===== config.mk =====
export PLATFORM = sky130hd
export DESIGN_NAME = md5_stream_core
export DESIGN_NICKNAME = d
export VERILOG_FILES = /design/src/rtl/md5_pkg.sv /design/src/rtl/md5_step.sv /design/src/rtl/md5_stream_core.sv
export SDC_FILE = /design/constraint.sdc
export NUM_CORES = 2
export LEC_CHECK = 0
export ABC_AREA = 1
export BUFFER_PORTS_ARGS = -buffer_cell sky130_fd_sc_hd__clkbuf_2
export CORE_MARGIN = 1
export CORE_UTILIZATION = 45
export CTS_BUF_LIST = sky130_fd_sc_hd__clkbuf_4
export DETAILED_ROUTE_END_ITERATION = 12
export PLACE_DENSITY = 0.71
export REMOVE_ABC_BUFFERS = 1
export SETUP_SLACK_MARGIN = 0.05
export SLEW_MARGIN = 40
export SYNTH_ARGS = -nofsm -noshare
export SYNTH_HDL_FRONTEND = slang
export SYNTH_SLANG_ARGS = --single-unit
export TNS_END_PERCENT = 50

===== constraint.sdc =====
create_clock -name clock -period 30.2 [get_ports clock]
set_input_delay 4.53 -clock clock [delete_from_list [all_inputs] [get_ports clock]]
set_output_delay 4.53 -clock clock [all_outputs]
set_load 0.01 [all_outputs]

===== src/rtl/md5_pkg.sv =====
// md5_pkg: shared MD5 constants and helpers.
//   - md5_state_e  : control FSM states
//   - md5_words_t  : packed {a, b, c, d} working/chain word set
//   - IvWords      : MD5 initialisation vector
//   - KTable       : 64-entry additive constant table
//   - md5_shift    : per-step left-rotate amount
//   - md5_msg_index: per-step message word index
//   - md5_bswap32  : byte reversal of a 32-bit word
package md5_pkg;

    typedef enum logic [1:0] {
        StIdle,
        StRun,
        StFinal,
        StDone
    } md5_state_e;

    typedef struct packed {
        logic [31:0] a;
        logic [31:0] b;
        logic [31:0] c;
        logic [31:0] d;
    } md5_words_t;

    localparam logic [31:0] IvA = 32'h67452301;
    localparam logic [31:0] IvB = 32'hefcdab89;
    localparam logic [31:0] IvC = 32'h98badcfe;
    localparam logic [31:0] IvD = 32'h10325476;

    localparam md5_words_t IvWords = {IvA, IvB, IvC, IvD};

    localparam logic [31:0] KTable [64] = '{
        32'hd76aa478, 32'he8c7b756, 32'h242070db, 32'hc1bdceee,
        32'hf57c0faf, 32'h4787c62a, 32'ha8304613, 32'hfd469501,
        32'h698098d8, 32'h8b44f7af, 32'hffff5bb1, 32'h895cd7be,
        32'h6b901122, 32'hfd987193, 32'ha679438e, 32'h49b40821,
        32'hf61e2562, 32'hc040b340, 32'h265e5a51, 32'he9b6c7aa,
        32'hd62f105d, 32'h02441453, 32'hd8a1e681, 32'he7d3fbc8,
        32'h21e1cde6, 32'hc33707d6, 32'hf4d50d87, 32'h455a14ed,
        32'ha9e3e905, 32'hfcefa3f8, 32'h676f02d9, 32'h8d2a4c8a,
        32'hfffa3942, 32'h8771f681, 32'h6d9d6122, 32'hfde5380c,
        32'ha4beea44, 32'h4bdecfa9, 32'hf6bb4b60, 32'hbebfbc70,
        32'h289b7ec6, 32'heaa127fa, 32'hd4ef3085, 32'h04881d05,
        32'hd9d4d039, 32'he6db99e5, 32'h1fa27cf8, 32'hc4ac5665,
        32'hf4292244, 32'h432aff97, 32'hab9423a7, 32'hfc93a039,
        32'h655b59c3, 32'h8f0ccc92, 32'hffeff47d, 32'h85845dd1,
        32'h6fa87e4f, 32'hfe2ce6e0, 32'ha3014314, 32'h4e0811a1,
        32'hf7537e82, 32'hbd3af235, 32'h2ad7d2bb, 32'heb86d391
    };

    // Rotate amounts repeat every four steps within a round, so the table
    // is indexed by {round, step mod 4}.
    localparam logic [4:0] ShiftTable [16] = '{
        5'd7, 5'd12, 5'd17, 5'd22,
        5'd5, 5'd9,  5'd14, 5'd20,
        5'd4, 5'd11, 5'd16, 5'd23,
        5'd6, 5'd10, 5'd15, 5'd21
    };

    function automatic logic [4:0] md5_shift(input logic [5:0] step);
        return ShiftTable[{step[5:4], step[1:0]}];
    endfunction

    // Message word schedule; 4-bit arithmetic gives the mod-16 for free.
    function automatic logic [3:0] md5_msg_index(input logic [5:0] step);
        logic [3:0] s;
        logic [3:0] idx;
        s = step[3:0];
        unique case (step[5:4])
            2'd0:    idx = s;
            2'd1:    idx = s * 4'd5 + 4'd1;
            2'd2:    idx = s * 4'd3 + 4'd5;
            default: idx = s * 4'd7;
        endcase
        return idx;
    endfunction

    function automatic logic [31:0] md5_bswap32(input logic [31:0] w);
        return {w[7:0], w[15:8], w[23:16], w[31:24]};
    endfunction

endpackage


===== src/rtl/md5_step.sv =====
// md5_step: one purely combinational MD5 step.
// Ports:
//   a, b, c, d      in  32  current working words
//   step            in  6   step index 0..63 (selects function, K, rotate)
//   word            in  32  message word already selected for this step
//   a_next..d_next  out 32  working words after the step
module md5_step
    import md5_pkg::*;
(
    input  logic [31:0] a,
    input  logic [31:0] b,
    input  logic [31:0] c,
    input  logic [31:0] d,
    input  logic [5:0]  step,
    input  logic [31:0] word,
    output logic [31:0] a_next,
    output logic [31:0] b_next,
    output logic [31:0] c_next,
    output logic [31:0] d_next
);

    logic [31:0] f;
    logic [31:0] sum;
    logic [63:0] rot_dbl;

    always_comb begin
        unique case (step[5:4])
            2'd0:    f = (b & c) | (~b & d);
            2'd1:    f = (d & b) | (~d & c);
            2'd2:    f = b ^ c ^ d;
            default: f = c ^ (b | ~d);
        endcase
        sum     = a + f + KTable[step] + word;
        // Upper half of {sum, sum} << n is rotl(sum, n).
        rot_dbl = {sum, sum} << md5_shift(step);
        a_next  = d;
        b_next  = b + rot_dbl[63:32];
        c_next  = b;
        d_next  = c;
    end

endmodule


===== src/rtl/md5_stream_core.sv =====
// md5_stream_core: multi-block MD5 engine with chained state.
// Accepts pre-padded 512-bit blocks, runs ROUNDS_PER_CYCLE steps per clock
// and presents the digest after a block flagged last.
// Parameter:
//   ROUNDS_PER_CYCLE  steps per clock; 1, 2, 4, 8 or 16
// Ports:
//   clock, reset            sole clock; synchronous active-high reset
//   in_valid/in_ready       block handshake (ready only while idle)
//   in_block[511:0]         word i at [32i+31:32i]
//   in_first, in_last       restart chain from IV / present digest after
//   out_valid/out_ready     digest handshake
//   out_digest[127:0]       final digest, held while out_valid
//   busy                    engine not idle
// Build option:
//   MD5_DIGEST_BSWAP_EN     defined: canonical byte order (first digest byte
//                           at [127:120]); otherwise {D, C, B, A}.
module md5_stream_core
    import md5_pkg::*;
#(
    parameter int unsigned ROUNDS_PER_CYCLE = 4
) (
    input  logic         clock,
    input  logic         reset,
    input  logic         in_valid,
    output logic         in_ready,
    input  logic [511:0] in_block,
    input  logic         in_first,
    input  logic         in_last,
    output logic         out_valid,
    input  logic         out_ready,
    output logic [127:0] out_digest,
    output logic         busy
);

    localparam int unsigned R = ROUNDS_PER_CYCLE;

    if (!(R == 1 || R == 2 || R == 4 || R == 8 || R == 16)) begin : gen_bad_rounds
        $error("md5_stream_core: ROUNDS_PER_CYCLE must be 1, 2, 4, 8 or 16");
    end

    md5_state_e  state_q, state_d;
    logic [511:0] msg_q;
    logic         last_q;
    logic [5:0]   step_q;
    md5_words_t   work_q;
    md5_words_t   chain_q;
    md5_words_t   run_out;
    md5_words_t   chain_sum;
    logic [127:0] digest_q;
    logic [127:0] digest_d;
    logic         step_done;

    // Chain of R combinational steps; the last stage feeds the working regs.
    for (genvar i = 0; i < R; i++) begin : gen_steps
        logic [31:0] cur_a, cur_b, cur_c, cur_d;
        logic [31:0] nxt_a, nxt_b, nxt_c, nxt_d;
        logic [5:0]  idx;
        logic [3:0]  widx;

        if (i == 0) begin : gen_head
            assign {cur_a, cur_b, cur_c, cur_d} = work_q;
        end else begin : gen_link
            assign cur_a = gen_steps[i-1].nxt_a;
            assign cur_b = gen_steps[i-1].nxt_b;
            assign cur_c = gen_steps[i-1].nxt_c;
            assign cur_d = gen_steps[i-1].nxt_d;
        end

        assign idx  = step_q + 6'(i);
        assign widx = md5_msg_index(idx);

        md5_step u_step (
            .a      (cur_a),
            .b      (cur_b),
            .c      (cur_c),
            .d      (cur_d),
            .step   (idx),
            .word   (msg_q[{widx, 5'd0} +: 32]),
            .a_next (nxt_a),
            .b_next (nxt_b),
            .c_next (nxt_c),
            .d_next (nxt_d)
        );

        if (i == R - 1) begin : gen_tail
            assign run_out = {nxt_a, nxt_b, nxt_c, nxt_d};
        end
    end

    assign step_done = ({1'b0, step_q} + 7'(R)) == 7'd64;

    always_comb begin
        chain_sum.a = chain_q.a + work_q.a;
        chain_sum.b = chain_q.b + work_q.b;
        chain_sum.c = chain_q.c + work_q.c;
        chain_sum.d = chain_q.d + work_q.d;
    end

`ifdef MD5_DIGEST_BSWAP_EN
    assign digest_d = {md5_bswap32(chain_sum.a), md5_bswap32(chain_sum.b),
                       md5_bswap32(chain_sum.c), md5_bswap32(chain_sum.d)};
`else
    assign digest_d = {chain_sum.d, chain_sum.c, chain_sum.b, chain_sum.a};
`endif

    // FSM state register
    always_ff @(posedge clock) begin
        if (reset) begin
            state_q <= StIdle;
        end else begin
            state_q <= state_d;
        end
    end

    // FSM next state
    always_comb begin
        state_d = state_q;
        unique case (state_q)
            StIdle:  if (in_valid) state_d = StRun;
            StRun:   if (step_done) state_d = StFinal;
            StFinal: state_d = last_q ? StDone : StIdle;
            StDone:  if (out_ready) state_d = StIdle;
            default: state_d = StIdle;
        endcase
    end

    // FSM outputs; in_ready is masked by reset so it reads 0 during reset.
    always_comb begin
        in_ready  = (state_q == StIdle) && !reset;
        out_valid = (state_q == StDone);
        busy      = (state_q != StIdle);
    end

    assign out_digest = digest_q;

    // Datapath
    always_ff @(posedge clock) begin
        if (reset) begin
            msg_q    <= '0;
            last_q   <= 1'b0;
            step_q   <= '0;
            work_q   <= IvWords;
            chain_q  <= IvWords;
            digest_q <= '0;
        end else begin
            unique case (state_q)
                StIdle: begin
                    if (in_valid) begin
                        msg_q  <= in_block;
                        last_q <= in_last;
                        step_q <= '0;
                        if (in_first) begin
                            work_q  <= IvWords;
                            chain_q <= IvWords;
                        end else begin
                            work_q <= chain_q;
                        end
                    end
                end
                StRun: begin
                    work_q <= run_out;
                    step_q <= step_q + 6'(R);
                end
                StFinal: begin
                    chain_q <= chain_sum;
                    if (last_q) begin
                        digest_q <= digest_d;
                    end
                end
                StDone: begin
                    // Next message starts from the IV even without in_first.
                    if (out_ready) begin
                        chain_q <= IvWords;
                    end
                end
                default: ;
            endcase
        end
    end

endmodule


## Word-level counts from Yosys, hierarchy flattened

Memories as Yosys holds them, arrays and structs flattened.
Index checks and enable logic that the tools add are counted.

- Shifts and indexed selects: 8
- Bitwise logic cells: 54
- Muxes and demuxes: 36
- Eq/ne operators: 15
- Reduce and logical (&&, ||, !) cells: 15
- Magnitude comparators: 8
- Add/sub/neg operators: 33
- Multipliers: 12

Operators with widths:

| kind | number |
|---|---|
| $shiftx 512x10->32 | 4 |
| $add 32x32->32 | 20 |
| $and 32x32->32 | 16 |
| $mux 128 | 3 |
| $or 32x32->32 | 12 |
| $pmux 128 s3 | 1 |
| $pmux 32 s3 | 4 |
| $xor 32x32->32 | 12 |
| $mux 32 | 8 |
| $pmux 128 s2 | 1 |
| $shl 64x5->64 | 4 |
| $not 32->32 | 6 |
| $pmux 4 s3 | 4 |
| $mux 5 | 8 |
| $mul 4x3->4 const B | 8 |
| $ge 7x7->1 const B | 4 |
| $not 6->7 | 4 |
| $ge 5x5->1 const B | 4 |
| $not 4->5 | 4 |
| $add 4x1->4 const B | 4 |
| $add 4x3->4 const B | 4 |
| $mul 4x2->4 const B | 4 |
| $add 6x2->6 const B | 2 |
| $eq 2x2->1 const B | 6 |
| other kinds (18) | 34 |

- Memories: 8
- Bits in registers: 905
- Output and inout port bits: 131
- Input bits: 518
- Bits in read-only memories: 8512

Memories:

| name | depth | bits a word | rd ports | clocked after Yosys merged registers in | write ports | RTL line | RTL |
|---|---|---|---|---|---|---|---|
| (name not given) | 64 | 32 | 1 | 0 | 0 | md5_step.sv:33 | `sum = a + f + KTable[step] + word;` |
| (name not given) | 64 | 32 | 1 | 0 | 0 | md5_step.sv:33 |  |
| (name not given) | 64 | 32 | 1 | 0 | 0 | md5_step.sv:33 |  |
| (name not given) | 64 | 32 | 1 | 0 | 0 | md5_step.sv:33 |  |
| (name not given) | 16 | 5 | 1 | 0 | 0 | md5_pkg.sv:61 | `return ShiftTable[{step[5:4], step[1:0]}];` |
| (name not given) | 16 | 5 | 1 | 0 | 0 | md5_pkg.sv:61 |  |
| +2 memories | - | - | - | - | - | - |  |

## Logic depth before layout (Yosys ltp)

- Depth in word-level cells: 37
- Gate-level depth with buffers: 174
- Mapped depth without buffers: 167

## By module

From an unflattened synthesis, not the netlist that was laid out.

- Cells, all modules: 18035
- Area total of the unflattened synthesis: 106723.6 µm²

Modules (own cells, without submodules):

| module | instances | cells an instance | sequential area each (µm²) | area each (µm²) |
|---|---|---|---|---|
| md5_stream_core | 1 | 9003 | 18077.3 | 56506.7 |
| md5_step at gen_steps[2].u_step ... | 2 | 2253 | 0.0 | 12498.2 |
| md5_step at gen_steps[0].u_step | 1 | 2274 | 0.0 | 12708.4 |
| md5_step at gen_steps[1].u_step | 1 | 2252 | 0.0 | 12512.0 |

## Worst setup path before layout

OpenSTA, ideal clock, no wires.

- Path type: register -> register
- Start point: register step_q[4]
- End point: register work_q, in the netlist gen_steps[0].cur_b[28]
- Setup time: 0.132 ns
- Setup slack: 7.263 ns
- Cell stages (with the launch flop): 153
- Arrival: 22.805 ns
- Data required time: 30.068 ns
- Cell sequence: dfxtp_1 -> clkbuf_1 -> clkinv_1 -> clkbuf_1 -> clkbuf_1 -> clkbuf_1 -> buf_1 -> buf_4 -> ha_1 -> inv_1 -> nor2_1 -> inv_1 -> nand2_1 -> nand2_1 -> clkbuf_1 -> clkbuf_1 -> clkbuf_1 -> a21oi_1 -> [... 117 more ...] -> o21ai_0 -> xnor2_1 -> nand2_1 -> o21ai_0 -> mux2i_1 -> ha_1 -> a21oi_1 -> o21ai_1 -> a21oi_1 -> o21bai_1 -> nand2_1 -> nand3_1 -> a21oi_1 -> o21ai_2 -> a21boi_0 -> xor2_1 -> o21ai_0 -> a21oi_1

- Word-level cells in the longest chain between the ends: 36

Ends and longest elaborated chain:

| what | RTL line | RTL |
|---|---|---|
| start: declaration | md5_stream_core.sv:44 | `logic [5:0] step_q;` |
| start signal: assignment | md5_stream_core.sv:162 | `step_q <= step_q + 6'(R);` |
| branches (longest 34 deep; another with $add 32x32->32) | - |  |
| $add 32x32->32 * | md5_step.sv:37 | `b_next = b + rot_dbl[63:32];` |
| $pmux 128 s2 * | md5_stream_core.sv:146 | `unique case (state_q)` |
| end signal: assignment | md5_stream_core.sv:142 | `work_q <= IvWords;` |
| end signal: assignment | md5_stream_core.sv:153 | `work_q <= IvWords;` |
| end signal: assignment | md5_stream_core.sv:156 | `work_q <= chain_q;` |
| end: declaration | md5_stream_core.sv:45 | `md5_words_t work_q;` |

Mark *: on every way between the ends. The select of a mux whose other input is x is not followed.
A chain may end at the register's enable or synchronous reset.

## Worst setup path after layout

Ends and elaborated chain as after synthesis.

==> impl_metrics.env <==
export IMPL_cp_end_kind="flop"
export IMPL_place_hpwl_um=329000
export IMPL_ys_types=76
export IMPL_grt_pass1_vias=89600
export IMPL_period_minus_slack_ps=28840
export IMPL_antenna_found_initial=21
export IMPL_yosys_register_bits=903
export IMPL_grt_ovfl_total=0
export IMPL_grtUsageTotal_pct=44.1
export IMPL_fin_crit_sh_pct=95.5
export IMPL_outcome="finished clean"
export IMPL_fin_util_pct=52.9
export IMPL_synth_adder_area_share_pct=12.6
export IMPL_syn_to_final_growth_pct=16.5
export IMPL_slew_limit_headroom_pct=30.5
export IMPL_ys_flop_type="dfxtp_1"
export IMPL_synth_top_area_share_pct=21.7
export IMPL_portBuffers=648
export IMPL_routed_wl_um=426000
export IMPL_first_pass_iters=9
export IMPL_ys_seq_area_share_pct=21.7
export IMPL_grt_pass1_wl_um=610000
export IMPL_vias_per_cell=6.02
export IMPL_use_met1_pct=55.6
export IMPL_drtAntennaViolNets=0
export IMPL_rows=157
export IMPL_final_cells=16500
export IMPL_die_w_um=432
export IMPL_coreArea_sq_um=183000
export IMPL_die_area_sq_um=187000
export IMPL_met3_usage_pct=11.4
export IMPL_met2_usage_pct=64.2
export IMPL_fmax_mhz=34.7
export IMPL_final_common_cell="o21ai_0"
export IMPL_critical_path_class="flop to flop"
export IMPL_dpl_cell_count=16000
export IMPL_yosys_top_cells_area="dfxtp_1, o21ai_0, a21oi_1, nand2_1, ha_1"
export IMPL_ctsRootBufferMaster="clkbuf_4"
export IMPL_path_max_fanout=114
export IMPL_drt_iter0_markers=13100
export IMPL_setup_viol=0
export IMPL_synth_mux_area_share_pct=0.456
export IMPL_rsz0062_at_grt="false"
export IMPL_clockBufferDepth=4
export IMPL_path_clk_slew_ps=80
export IMPL_synthXorXnorAreaFrac_pct=3.58
export IMPL_min_path_type="flop to flop"
export IMPL_busiest_layer="met2"
export IMPL_die_h_um=432
export IMPL_synth_top_family_by_area="compound AO/OA/AOI/OAI gates"
export IMPL_synth_async_reset_ratio_pct=0
export IMPL_startpoint_type="flop"
export IMPL_nets=15000
export IMPL_synth_edf_count=0
export IMPL_place_congestion=1.12
export IMPL_place_area_sq_um=93600
export IMPL_drive_above_1_share_pct=16.0
export IMPL_clock_skew_ps=152
export IMPL_io_pins=649
export IMPL_final_cell_mix="o21ai_0, nand2_1, a21oi_1, inv_1, nor2_1"
export IMPL_wire_per_inst_um=25.9
export IMPL_cts_tree="done"
export IMPL_mappedNetlistArea_sq_um=83400
export IMPL_synth_area_leader_cell="dfxtp_1"
export IMPL_final_cell_area_sq_um=97100
export IMPL_crit_arrival_ps=29970
export IMPL_clkLatencyLatePin_ps=1410
export IMPL_numClockSinks=903
export IMPL_cp_required_ps=31330
export IMPL_synth_area_per_cell_sq_um=6.50
export IMPL_ys_warn_count=0
export IMPL_cp_common_cell="nand2_1"
export IMPL_htree_levels=5
export IMPL_slew_viol_final=0
export IMPL_start_util_pct=45.4
export IMPL_drv_cap=0
export IMPL_yosys_area_share_simple_pct=18.9
export IMPL_synth_compound_area_share_pct=32.6
export IMPL_max_stage_delay_ps=610
export IMPL_cts_buffers=280
export IMPL_critPathSlowestCell="fa_1"
export IMPL_worst_pin_slew_ps=1040
export IMPL_route_detailed_drc=0
export IMPL_hold_viol_final=0
export IMPL_postSynthCellCount=12800
export IMPL_vias=99100
export IMPL_grt_max_degree=241
==> kinds of logic after synthesis <==
| family | Yosys count |
|---|---|
| AO/OA/AOI/OAI | 4768 |
| XOR/XNOR | 333 |
| adder cells (fa/ha/maj) | 688 |
| buffers and inverters | 2242 |
| flip-flops | 903 |
| multiplexers | 38 |
| other | 2 |
| AND/OR/NAND/NOR | 3855 |
==> through the flow <==
step / setup TNS, ps / hold WS [ps] / worst slack (ps)
finish: 0 / 466 / 1360
global route: 0 / 489 / 54.0
CTS: 0 / 468 / 2030
detailed placement: 0 / 458 / 2230
global placement: 0 / 452 / 2210
floorplan: -405370 / 453 / -9400
==> state kept, by name, indices dropped and copies added, names as in the netlist, 2 cells and up <==
register	flops
gen_steps.cur_d	32
gen_steps.cur_b	32
msg_q	512
gen_steps.cur_a	32
step_q	4
chain_q	128
gen_steps.cur_c	32
out_digest	128
state_q	2
==> layer usage <==
layer	wire length (um)	vias up	part of all wire, %
li1	-	45900	-
met1	166000	45700	39
met2	174000	6108	41
met3	48900	1330	11
met4	37300	18	8.8
met5	100	-	0.023
==> Yosys cell counts (99+ instances only) <==
cell      count
o21ai_0    1934
fa_1        257
nand3_1     373
dfxtp_1     903
nor3_1      134
a31oi_1     198
inv_1      1384
o21bai_1    118
xor2_1      227
clkbuf_1    738
o211ai_1    312
ha_1        431
xnor2_1      99
a21oi_1    1543
nor2_1     1268
nand2_1    1870
a211oi_1    138
==> critical path, delay by kind of cell (launching register included) <==
family,cells,cell delay [ps]
flip-flops,1,410
adder cells (fa/ha/maj),18,7510
AO/OA/AOI/OAI,45,9190
AND/OR/NAND/NOR,40,5690
XOR/XNOR,9,1460
buffers and inverters,26,4180
==> final timing paths <==
kind	start	slack, ps	cells past startpoint	to
worst max-delay path	step_q[4]	1360	138	gen_steps[0].cur_b[28]
worst min-delay path	out_digest[2]	470	2	out_digest[2]
worst max register to register	step_q[4]	1360	138	gen_steps[0].cur_b[28]
worst min register to register	out_digest[2]	470	2	out_digest[2]
==> cell type report <==
class                   instances  area [sq um]
multi-input cells            9693         57200
flip-flops and latches        903         18100
well taps                    2464          3080
clock buffers                 387          2910
diodes                         16          40.0
clock inverters                60           368
fillers                     18800         86400
repair buffers               1522         10000
inverters                    1417          5360
==> what timing repair did <==
action,in CTS,in global routing
hold buffers,0,0
gates resized for setup,0,9
setup buffers,0,1
setup endpoints to repair,0,11
Power is not shown: default switching activity piles up to over one toggle a cycle in this logic, so the estimate is an artifact.
